### src/rtl/dwt_col_lift53.sv
// Vertical 5/3 reversible lifting filter: one L/H coefficient pair per input even/odd pair, symmetric extension at both column ends.
// Optional output saturation to 16 bits is enabled by defining DWT_COL_SAT_EN; otherwise outputs wrap.
module dwt_col_lift53 #(
    parameter int IW = 12
) (
    input  logic                 clk_tr,
    input  logic                 rst,
    input  logic                 dwt_work,
    input  logic signed [IW-1:0] col_in_even,
    input  logic signed [IW-1:0] col_in_odd,
    input  logic                 col_in_vld,
    input  logic                 col_in_last,
    output logic                 col_in_rdy,
    output logic signed [15:0]   col_ldata,
    output logic signed [15:0]   col_hdata,
    output logic                 col_out_vld
);

    localparam int AW = IW + 3;
    localparam int EW = (AW > 16) ? AW : 16;

    typedef enum logic [1:0] {
        IDLE  = 2'd0,
        HOLD  = 2'd1,
        FLUSH = 2'd2
    } state_t;

    state_t                state, state_n;
    logic signed [IW-1:0]  e_q, o_q;
    logic signed [AW-1:0]  dprev_q;
    logic                  first_q;

    logic signed [IW-1:0]  x_next;
    logic signed [AW-1:0]  d_cur, dp_sel, s_cur;
    logic                  accept, emit, load;

    function automatic logic signed [AW-1:0] lift_d(input logic signed [IW-1:0] e,
                                                    input logic signed [IW-1:0] o,
                                                    input logic signed [IW-1:0] en);
        logic signed [AW-1:0] sum;
        sum = AW'(e) + AW'(en);
        return AW'(o) - (sum >>> 1);
    endfunction

    function automatic logic signed [AW-1:0] lift_s(input logic signed [IW-1:0] e,
                                                    input logic signed [AW-1:0] dp,
                                                    input logic signed [AW-1:0] d);
        logic signed [AW-1:0] acc;
        acc = dp + d + AW'(2);
        return AW'(e) + (acc >>> 2);
    endfunction

    // Internal results are narrowed to the 16-bit output bus here, clamped or wrapped.
    function automatic logic signed [15:0] to_out(input logic signed [AW-1:0] v);
        logic signed [EW-1:0] x;
        x = EW'(v);
`ifdef DWT_COL_SAT_EN
        if (x > EW'(32767))
            return 16'sh7fff;
        if (x < EW'(-32768))
            return 16'sh8000;
`endif
        return 16'(x);
    endfunction

    assign col_in_rdy = dwt_work & (state != FLUSH);
    assign accept     = col_in_vld & col_in_rdy;

    // In FLUSH the right neighbour is the mirrored even sample of the held pair.
    assign x_next = (state == FLUSH) ? e_q : col_in_even;
    assign d_cur  = lift_d(e_q, o_q, x_next);
    assign dp_sel = first_q ? d_cur : dprev_q;
    assign s_cur  = lift_s(e_q, dp_sel, d_cur);

    always_comb begin
        state_n = state;
        emit    = 1'b0;
        load    = 1'b0;
        case (state)
            IDLE: begin
                if (accept) begin
                    load    = 1'b1;
                    state_n = col_in_last ? FLUSH : HOLD;
                end
            end
            HOLD: begin
                if (accept) begin
                    emit    = 1'b1;
                    load    = 1'b1;
                    state_n = col_in_last ? FLUSH : HOLD;
                end
            end
            FLUSH: begin
                if (dwt_work) begin
                    emit    = 1'b1;
                    state_n = IDLE;
                end
            end
            default: state_n = IDLE;
        endcase
    end

    always_ff @(posedge clk_tr) begin
        if (rst) begin
            state       <= IDLE;
            e_q         <= '0;
            o_q         <= '0;
            dprev_q     <= '0;
            first_q     <= 1'b0;
            col_ldata   <= '0;
            col_hdata   <= '0;
            col_out_vld <= 1'b0;
        end else if (dwt_work) begin
            state       <= state_n;
            col_out_vld <= emit;
            if (emit) begin
                col_ldata <= to_out(s_cur);
                col_hdata <= to_out(d_cur);
                dprev_q   <= d_cur;
            end
            if (load) begin
                e_q     <= col_in_even;
                o_q     <= col_in_odd;
                first_q <= (state == IDLE);
            end
        end
    end

endmodule

### config.mk
export PLATFORM = sky130hd
export DESIGN_NAME = dwt_col_lift53
export DESIGN_NICKNAME = d
export VERILOG_FILES = /design/src/rtl/dwt_col_lift53.sv
export SDC_FILE = /design/constraint.sdc
export NUM_CORES = 1
export LEC_CHECK = 0
export BUFFER_PORTS_ARGS = -buffer_cell sky130_fd_sc_hd__buf_2
export CAP_MARGIN = 25
export CELL_PAD_IN_SITES_DETAIL_PLACEMENT = 0
export CELL_PAD_IN_SITES_GLOBAL_PLACEMENT = 1
export CORE_MARGIN = 4
export CORE_UTILIZATION = 47
export DETAILED_ROUTE_END_ITERATION = 8
export PLACE_DENSITY_LB_ADDON = 0.1
export SLEW_MARGIN = 40
export SYNTH_ARGS = -nofsm -noshare
export SYNTH_HDL_FRONTEND = slang
export SYNTH_SLANG_ARGS = --single-unit
### constraint.sdc
create_clock -name clk_tr -period 13.4 [get_ports clk_tr]
set_input_delay 2.01 -clock clk_tr [delete_from_list [all_inputs] [get_ports clk_tr]]
set_output_delay 2.01 -clock clk_tr [all_outputs]
set_load 0.01 [all_outputs]
* Word-level counts from Yosys, hierarchy flattened
Index checks and enable logic that the tools add are counted.
** Storage, ports and cells
- Register bits :: 68
- Latch bits :: 0
- RAM bits :: 0
- Memory bits (read-only) :: 0
- Bits of input ports :: 29
- Output and inout bits :: 34
- Word-level logic and storage cells :: 33
- Memories :: 0
** Cells by class
- $add $sub $neg :: 5
- Multiply operators :: 0
- Div/mod/pow operators :: 0
- Order comparisons :: 0
- Eq/ne operators :: 4
- Shifts and indexed selects :: 0
- Muxes and demuxes :: 9
- Bitwise gates (word level) :: 2
- Reductions and logical operators :: 5
** Operators with widths (count)
- adder 15 x 13 -> 15 bit :: 1
- adder 15 x 3 -> 15 bit (second input constant) :: 1
- 2-to-1 mux 15 bit :: 1
- adder 12 x 13 -> 14 bit :: 1
- adder 12 x 12 -> 13 bit :: 1
- subtractor 12 x 12 -> 13 bit :: 1
- 2-to-1 mux 12 bit :: 1
- 2-to-1 mux 2 bit :: 3
- AND reduction 2 bit :: 3
- 2-to-1 mux 1 bit :: 3
- AND 1 bit :: 2
- equality test 2 x 1 -> 1 bit (second input constant) :: 1
- equality test 2 bit (second input constant) :: 1
- zero test 2 bit :: 1
- != test 2 x 1 -> 1 bit (second input constant) :: 1
- != test 2 bit (second input constant) :: 1
- one-hot mux 1 bit (2 select lines) :: 1
- OR reduction 2 bit :: 1

* Logic depth before layout (Yosys ltp)
Gate-level depths: netlist of run 1.
- Word-level depth :: 8
- Depth in mapped cells :: 32
- Gate-level depth less buffers :: 30

* Worst setup path before layout of run 1
Ideal clock, no wire load.
- Path type :: input -> register
- From :: input port col_in_even[2]
- To :: register col_ldata[11]
- Arrival time :: 7387 ps
- Data required time :: 13283 ps
- Path slack :: 5897 ps
- Cell stages on the path :: 28
- Path buffers :: 1
- Cells stage by stage :: mux2_2 > ha_1 > o211ai_1 > a21oi_1 > o41a_1 > a21o_1 > a21oi_1 > xor2_1 > ha_1 > buf_4 > a21oi_2 > o22ai_1 > nor3_1 > mux2_4 > a311o_1 > mux2_4 > ha_1 > ha_1 > nand2_1 > nor3_1 > o21a_1 > o21ai_0 > o31a_1 > ha_1 > or3_1 > o22ai_1 > xnor2_1 > a22o_1
** Between the ends
- Word-level cells in the longest chain between the ends :: 7
** Ends and longest elaborated chain
- start: declaration :: line 9 : input logic signed [IW-1:0] col_in_even,
- 2-to-1 mux 12 bit (*) :: line 70 : assign x_next = (state == FLUSH) ? e_q : col_in_even;
- adder 12 x 12 -> 13 bit (*) :: line 41 : sum = AW'(e) + AW'(en);
- subtractor 12 x 12 -> 13 bit (*) :: line 42 : return AW'(o) - (sum >>> 1);
- net d_cur[11] :: line 34 : logic signed [AW-1:0] d_cur, dp_sel, s_cur;
- 2-to-1 mux 15 bit :: line 72 : assign dp_sel = first_q ? d_cur : dprev_q;
- adder 15 x 13 -> 15 bit (*) :: line 49 : acc = dp + d + AW'(2);
- adder 15 x 3 -> 15 bit (*) :: line 49
- adder 12 x 13 -> 14 bit (*) :: line 50 : return AW'(e) + (acc >>> 2);
- end signal: assignment :: line 117 : col_ldata <= to_out(s_cur);
- end: declaration :: line 14 : output logic signed [15:0] col_ldata,
The timed path passes the listed nets; every way through them passes the cells marked *.
A chain may end at the register's enable or synchronous reset.

* Worst setup path after layout of run 1
Same ends and word-level chain as after synthesis.

==> flow_summary.ini, run 1 <==
[status]
outcome = finished clean

[synth]
synth_nets = 698
yosysTopAreaCell = dfxtp_1
synthTopCellsByCount = nand2_1, a21oi_1, ha_1
synth_edf_count = 0
synth_top_area_share_pct = 23.1
synth.avg_cell_area_um2 = 7.95
synth_warnings = 0
yosys_most_used_dff = dfxtp_1
synth-seq-cells = 55
syn_inst = 600
yosysSeqAreaShare_pct = 23.1
netlist_area_um2 = 4770
yosys-top-cells-area = dfxtp_1, ha_1, a21oi_1
async_flop_share_pct = 0
yosysMostFrequentCell = nand2_1
ys_types = 61

[global_routing]
antenna_found_initial = 0
grt_max_degree = 53
grtUsageTotal_pct = 20.0
grt_first_pass_wirelength_um = 19100
grt_overflow = 0
grt_pass1_vias = 4039

[placement]
pre_cts_slack_ns = 5.21
dp.cells = 770
placed_area_um2 = 5140
port_buffers = 62
place.gp.congestion = 0.911
dpl.hpwl_um = 8910

[critical_path]
cp_top_family = compound AO/OA/AOI/OAI gates
cpPeakStageDelay_ns = 0.44
cp_slowest_cell = o41a_1
end_kind = flop
start_kind = input port
crit_required_ns = 13.62
worst_path_most_repeated_cell = ha_1
cp.arrival_ns = 8.11
cp_max_fo = 12
crit_buf_inv = 1
r2r_slack_ns = 6.14
crit_type = input port to flop

[clocking]
htreeDepth = 2
clock_sinks = 55
postCtsSetupRepairBufs = 0
clkLatencyLatePin_ns = 0.32
post_cts_resize_count = 0
clk_pin_slew_ns = 0.10
cts_hold_buf = 0
cts_tree = built
cts_root_buffer = clkbuf_8
numCtsBuffers = 5
cts_buffer_depth = 2

[route]
viasPerCell = 5.57
antenna_left = 0
drtPass1Iterations = 5
routedWlPerCell_um = 14.7
vias = 4333
drc = 0
dr.first_iter.drc_count = 169
wirelength_um = 11400

[final_layout]
final_cells = 778
diodes = 0
drive_gt1_share_pct = 15.7
fillers = 1004
nets = 742
syn_to_final_growth_pct = 10.6
final_core_util_pct = 53.8
design_area_um2 = 5280
multi_input_area_um2 = 3450
final-seq-area_um2 = 1100

[timing]
final-hold-violation-count = 0
period_needed_ns = 7.89
min_period_over_period_pct = 58.9
fin_ws_ns = 5.51
final-max-slew-violation-count = 0
clock.fmax_mhz = 127
clock_skew_ns = 0.00356
finalSetupTns_ns = 0
rsz0062_at_grt = false
max_slew.worst_pin.slew_ns = 0.671
slew_headroom_pct = 55.3
setup_viol = 0
timing.hold.ws_ns = 0.454

[job]
cap_viol_max_count = 0

[power]
powerDensity_nw_per_um2 = 127
report.power.total_mw = 0.671
peakVddDrop_uv = 67.5
p_leak_nw = 2.42

[floorplanning]
die_w_um = 109
io_pins = 63
die_h_um = 109
dieArea_um2 = 11800
core_um2 = 9820
fp-row-count = 36
initial_core_util_pct = 48.6

[hold_path]
hold_class = flop to flop
[metal layers]
layer,track usage (%),wire (µm),vias to the layer above
met5,0,0,-
met4,5.59,213,0
met3,2.43,441,12
met2,34.1,5280,79
met1,26.7,5500,1985
li1,-,-,2257
[path summary, 6_finish.rpt]
path,cells after the start,startpoint,to
hold reg to reg,2,col_ldata[6],col_ldata[6]
hold / removal,2,col_ldata[6],col_ldata[6]
setup reg to reg,29,state[0],col_ldata[11]
setup / recovery,28,col_in_even[2],col_ldata[11]
[cell type report]
class	count	area share [%]
sequential	55	20.9
clock buffer	5	1.30
inverter	24	1.71
clock inverter	3	1.28
timing repair buffer	65	6.35
tap	133	3.15
multi-input combinational	493	65.4
[worst reg2reg max path, delay by kind of cell (launching register included)]
family,cells,cell delay (ns)
adder cells (fa/ha/maj),6,2.16
AO/OA/AOI/OAI,12,2.46
buffers and inverters,1,0.08
XOR/XNOR,2,0.26
multiplexers,3,1.02
AND/OR/NAND/NOR,5,0.84
flip-flops,1,0.34
[logic make-up (layout without fill, tap and decap cells)]
logic type | count (synthesis) | in the layout | share of synthesized area (%)
DFF | 55 | 55 | 23.1
muxes | 20 | 20 | 4.85
buffers and inverters | 52 | 97 | 4.64
and+or+nand+nor | 180 | 180 | 17.1
xor gates and xnor gates | 32 | 32 | 5.87
adders and majority gates | 69 | 69 | 18.7
AOI/OAI and AO/OA | 192 | 192 | 25.8
[state kept, by name, indices dropped and copies added (netlist names)]
name	flops
col_out_vld	1
first_q	1
e_q	12
col_ldata	14
state	2
dprev_q	13
o_q	12
[placed cells by master, fill, tap and decap left out, types with 14 or more instances in the layout]
cell / instances
nand2_1: 87
a21oi_1: 71
ha_1: 65
buf_2: 61
dfxtp_1: 55
nor2_1: 35
o21ai_0: 25
inv_1: 23
xnor2_1: 22
a21o_1: 20
mux2_2: 17
a211oi_1: 14
[where the power goes]
part	internal, mW	switching, mW	total [mW]
clock network	0.0746	0.0596	0.134
registers	0.169	0.00672	0.175
logic	0.158	0.203	0.361
total	0.402	0.269	0.671
Note: power is estimated with default switching activity, not from simulation.
==> run 2, diff against run 1 <==
--- a/config.mk
+++ b/config.mk
@@ -10,7 +10,7 @@
 export CELL_PAD_IN_SITES_DETAIL_PLACEMENT = 0
 export CELL_PAD_IN_SITES_GLOBAL_PLACEMENT = 1
 export CORE_MARGIN = 4
-export CORE_UTILIZATION = 47
+export CORE_UTILIZATION = 44
 export DETAILED_ROUTE_END_ITERATION = 8
 export PLACE_DENSITY_LB_ADDON = 0.1
 export SLEW_MARGIN = 40
==> constraint.sdc (replaced) <==
create_clock -name clk_tr -period 8.2 [get_ports clk_tr]
set_input_delay 1.23 -clock clk_tr [delete_from_list [all_inputs] [get_ports clk_tr]]
set_output_delay 1.23 -clock clk_tr [all_outputs]
set_load 0.01 [all_outputs]
==> run 2 against run 1 <==
Cell area decreased by 0.97%. Die area up 6.3%. Flip-flop and latch count did not move. Critical path type is now flop to flop. Clock power up 19%.
==> flow_summary.ini, run 2 (synthesis gave the netlist of run 1 again) <==
[status]
outcome = finished clean

[clocking]
post_cts_resize_count = 0
clk_pin_slew_ns = 0.11
cts_hold_buf = 0
htreeDepth = 2
clock_sinks = 55
postCtsSetupRepairBufs = 0
numCtsBuffers = 5
cts_tree = built
clkLatencyLatePin_ns = 0.33
cts_root_buffer = clkbuf_8
cts_buffer_depth = 2

[critical_path]
cpPeakStageDelay_ns = 0.62
crit_type = flop to flop
end_kind = flop
crit_required_ns = 8.43
cp.arrival_ns = 7.49
start_kind = flop
worst_path_most_repeated_cell = ha_1
cp_max_fo = 16
cp_slowest_cell = ha_1

[power]
p_leak_nw = 2.40
switching_share_pct = 42.7
seq_power_share_pct = 27.6
powerDensity_nw_per_um2 = 199
internal-power_mw = 0.595
clkPwrFrac_pct = 15.4
peakVddDrop_uv = 125
combinationalPowerShare_pct = 57.0
power_switching_mw = 0.443

[timing]
slew_headroom_pct = 52.2
clock.fmax_mhz = 138
max_slew.worst_pin.slew_ns = 0.716
min_period_over_period_pct = 88.5
final-max-slew-violation-count = 0
setup_viol = 0
final-hold-violation-count = 0
finalSetupTns_ns = 0
rsz0062_at_grt = false
period_needed_ns = 7.26
clock_skew_ns = 0.0106

[route]
wirelength_um = 11800
routedWlPerCell_um = 15.1
drc = 0
dr.first_iter.drc_count = 199
drtPass1Iterations = 4
viasPerCell = 5.56
antenna_left = 0
vias = 4345

[floorplanning]
initial_core_util_pct = 45.6
fp-row-count = 37
die_w_um = 112
die_h_um = 112
io_pins = 63
dieArea_um2 = 12600
core_um2 = 10500

[final_layout]
final_common_cell = nand2_1
drive_gt1_share_pct = 15.3
nets = 742
final_core_util_pct = 50.0
largestRegisters = col_ldata x14, dprev_q x13
largest-register = col_ldata
diodes = 0
final_cells = 781
largest_register_ffs = 14
final-seq-area_um2 = 1100
syn_to_final_growth_pct = 9.57
final_cell_mix = nand2_1, a21oi_1, ha_1, buf_2, dfxtp_1
multi_input_area_um2 = 3450
fillers = 1120

[job]
cap_viol_max_count = 0

[global_routing]
grt_pass1_vias = 4147
grt_overflow = 0
grt_max_degree = 53
grt_first_pass_wirelength_um = 19900
antenna_found_initial = 0
grtUsageTotal_pct = 19.0

[placement]
dpl.hpwl_um = 9060
dp.cells = 773
port_buffers = 62
place.gp.congestion = 0.873

[hold_path]
hold_class = flop to flop
run 2: metrics by stage:
| step | setup WS [ns] | instance area, µm² | power [mW] | hold WS [ns] |
|---|---|---|---|---|
| 2_1_floorplan | 1.48 | 4770 | 0.769 | 0.436 |
| 3_3_place_gp | 0.909 | 5140 | 0.874 | 0.438 |
| 3_5_place_dp | 0.792 | 5150 | 0.881 | 0.444 |
| 4_1_cts | 0.887 | 5230 | 1.05 | 0.459 |
| 5_1_grt | 0.346 | 5230 | 1.14 | 0.484 |
| 6_report | 0.940 | 5230 | 1.04 | 0.456 |
run 2: layout make-up:
type / instances / area share (%)
tap: 136 / 3.25
sequential: 55 / 21.1
multi-input combinational: 493 / 66.0
clock inverter: 1 / 0.0957
inverter: 24 / 1.72
clock buffer: 7 / 1.46
timing repair buffer: 65 / 6.41
run 2: power by group through the flow:
stage                     clock (mW)  sequential [mW]  combinational [mW]
after CTS                      0.164            0.287               0.593
after detailed placement           0            0.293               0.588
final                          0.160            0.287               0.592
after global routing           0.173            0.288               0.675
after global placement             0            0.293               0.581
after floorplan                    0            0.288               0.481
run 2: critical path: cells and delay by family, from the launching register on:
| kind | cells | cell delay (ns) |
|---|---|---|
| xor+xnor | 2 | 0.25 |
| compound gates | 12 | 2.47 |
| mux | 3 | 1.01 |
| fa+ha+maj | 6 | 2.17 |
| simple gates | 5 | 0.84 |
| buf+inv | 1 | 0.08 |
| flops | 1 | 0.35 |
run 2: worst paths after layout:
kind | to | slack, ns | start | depth (start not counted)
hold reg to reg | col_ldata[6] | 0.46 | col_ldata[6] | 2
setup reg to reg | col_ldata[11] | 0.94 | state[0] | 29
setup / recovery | col_ldata[11] | 0.94 | state[0] | 29
hold / removal | col_ldata[6] | 0.46 | col_ldata[6] | 2
run 2: metal layers:
layer / part of all wire (%) / GRT usage (%) / wire [µm] / vias up
met5: 0 / 0 / 0 / -
met2: 44 / 31.0 / 5180 / 84
met4: 3.3 / 7.13 / 394 / 0
met1: 49 / 25.2 / 5790 / 1993
li1: - / - / - / 2251
met3: 3.5 / 2.91 / 409 / 17
==> run 3, diff against run 2 <==
--- a/config.mk
+++ b/config.mk
@@ -9,10 +9,12 @@
 export CAP_MARGIN = 25
 export CELL_PAD_IN_SITES_DETAIL_PLACEMENT = 0
 export CELL_PAD_IN_SITES_GLOBAL_PLACEMENT = 1
+export CORE_ASPECT_RATIO = 1.75
 export CORE_MARGIN = 4
 export CORE_UTILIZATION = 44
 export DETAILED_ROUTE_END_ITERATION = 8
-export PLACE_DENSITY_LB_ADDON = 0.1
+export PLACE_DENSITY = 0.88
+export REMOVE_ABC_BUFFERS = 1
 export SLEW_MARGIN = 40
 export SYNTH_ARGS = -nofsm -noshare
 export SYNTH_HDL_FRONTEND = slang
==> run 3 against run 2 <==
Clock skew rose by 0.0035 ns. Sequential share of layout area fell by 0.43 points. Fmax rose by 1.4%. Via count rose by 1.3%. Sequential power barely moved. Largest cell class unchanged.
==> flow_summary.ini, run 3 (synthesis gave the netlist of run 1 again) <==
[route]
antenna_left = 0
vias = 4400
wirelength_um = 12600
drtPass1Iterations = 4
dr.first_iter.drc_count = 162
drc = 0
routedWlPerCell_um = 16.2
viasPerCell = 5.67

[power]
report.power.total_mw = 1.16
internal-power_mw = 0.711
combinationalPowerShare_pct = 51.4
power_switching_mw = 0.454
p_leak_nw = 2.45
switching_share_pct = 39.0
peakVddDrop_uv = 161
clkPwrFrac_pct = 23.9
seq_power_share_pct = 24.7
powerDensity_nw_per_um2 = 218

[timing]
rsz0062_at_grt = false
max_slew.worst_pin.slew_ns = 0.736
period_needed_ns = 7.16
clock.fmax_mhz = 140
setup_viol = 0
final-max-slew-violation-count = 0
clock_skew_ns = 0.0141
slew_headroom_pct = 50.8
fin_ws_ns = 1.04
final-hold-violation-count = 0
min_period_over_period_pct = 87.3
finalSetupTns_ns = 0

[floorplanning]
fp-row-count = 50
core_um2 = 10600
die_w_um = 86.7
initial_core_util_pct = 44.9
dieArea_um2 = 12600
io_pins = 63
die_h_um = 146

[job]
cap_viol_max_count = 0

[critical_path]
crit_type = input port to flop
r2r_slack_ns = 1.10
end_kind = flop
cp_max_fo = 12
ff2ff_path_depth = 29
cp-startpoint = col_in_even[2]
crit_end = col_ldata[11]
cp.arrival_ns = 7.36
crit_required_ns = 8.40
r2r_start = state[0]
timing.rr.end = col_ldata[11]
start_kind = input port

[final_layout]
drive_gt1_share_pct = 15.9
largestRegisters = col_ldata x14, dprev_q x13
largest_register_ffs = 14
final_common_cell = nand2_1
final_cell_mix = nand2_1, a21oi_1, ha_1, buf_2, dfxtp_1
largest-register = col_ldata
diodes = 0
fillers = 1090
syn_to_final_growth_pct = 11.9
nets = 743

[clocking]
cts_root_buffer = clkbuf_16
htreeDepth = 2
cts_hold_buf = 0
post_cts_resize_count = 0
numCtsBuffers = 5
clk_pin_slew_ns = 0.08
clock_sinks = 55
cts_tree = built
clkLatencyLatePin_ns = 0.30
cts_buffer_depth = 2
postCtsSetupRepairBufs = 0

[placement]
port_buffers = 62
place.gp.congestion = 0.843
dpl.hpwl_um = 9900
pre_cts_slack_ns = 0.816

[global_routing]
grtUsageTotal_pct = 20.4
use_met3_pct = 2.61
grt_max_degree = 53
antenna_found_initial = 0
grt_overflow = 0
top_usage_layer = met2
gr-usage-met1_pct = 21.9
grt_first_pass_wirelength_um = 20800
grt_pass1_vias = 4395
met2_usage_pct = 36.3

[status]
outcome = finished clean

[hold_path]
hold_class = flop to flop
-- run 3: area by class of cell --
class / instances / area, µm² / area share (%)
Multi-Input combinational cell: 493 / 3460 / 64.7
Sequential cell: 55 / 1100 / 20.6
Timing Repair Buffer: 66 / 340 / 6.37
Tap cell: 130 / 163 / 3.05
Clock buffer: 6 / 129 / 2.41
Inverter: 24 / 90.1 / 1.69
Clock inverter: 2 / 60.1 / 1.12
-- run 3: per-layer routing --
layer | vias to the layer above | part of all wire [%]
met3 | 36 | 3.1
met5 | - | 0
met1 | 2024 | 40
li1 | 2253 | -
met2 | 87 | 51
met4 | 0 | 6.4
-- run 3: how the worst min path moves through the flow --
stage                      start      endpoint  slack (ns)  cells after the start
finish              col_ldata[4]  col_ldata[4]        0.45                      2
CTS                 col_ldata[6]  col_ldata[6]        0.45                      2
detailed placement  col_ldata[6]  col_ldata[6]        0.44                      2
global route        col_ldata[6]  col_ldata[6]        0.47                      2
global placement    col_ldata[6]  col_ldata[6]        0.44                      2
floorplan                 o_q[0]        o_q[0]        0.43                      2
-- run 3: per-stage QoR --
step                      utilization (%)  hold WS, ns  instance area [µm²]  instances
after floorplan                         -        0.430                 4640        572
after global placement               48.4        0.440                 5140        768
after detailed placement             48.4        0.442                 5150        768
after CTS                            50.2        0.454                 5340        776
after global routing                 50.2        0.469                 5340        776
final                                50.2        0.452                 5340        776
-- run 3: power by group through the flow --
stage	clock [mW]	combinational, mW	sequential, mW
4_1_cts	0.285	0.601	0.287
3_5_place_dp	0	0.595	0.294
2_1_floorplan	0	0.472	0.289
5_1_grt	0.294	0.679	0.288
6_report	0.279	0.599	0.287
3_3_place_gp	0	0.582	0.294
-- run 3: worst max-delay path: stages --
cell,delay (ns)
buf_2,0.10
mux2_2,0.25
ha_1,0.34
o211ai_1,0.20
a21oi_1,0.09
o41a_1,0.44
a21o_1,0.20
a21oi_1,0.17
xor2_1,0.09
ha_1,0.51
nand4_1,0.17
a21oi_1,0.16
a21oi_1,0.08
mux2_4,0.31
a311o_1,0.37
mux2_4,0.28
ha_1,0.27
ha_1,0.34
nand2_1,0.10
nor3_1,0.14
o21a_1,0.16
o21ai_0,0.11
o31a_1,0.15
ha_1,0.23
or3_1,0.37
o22ai_1,0.20
xnor2_1,0.10
a22o_1,0.19
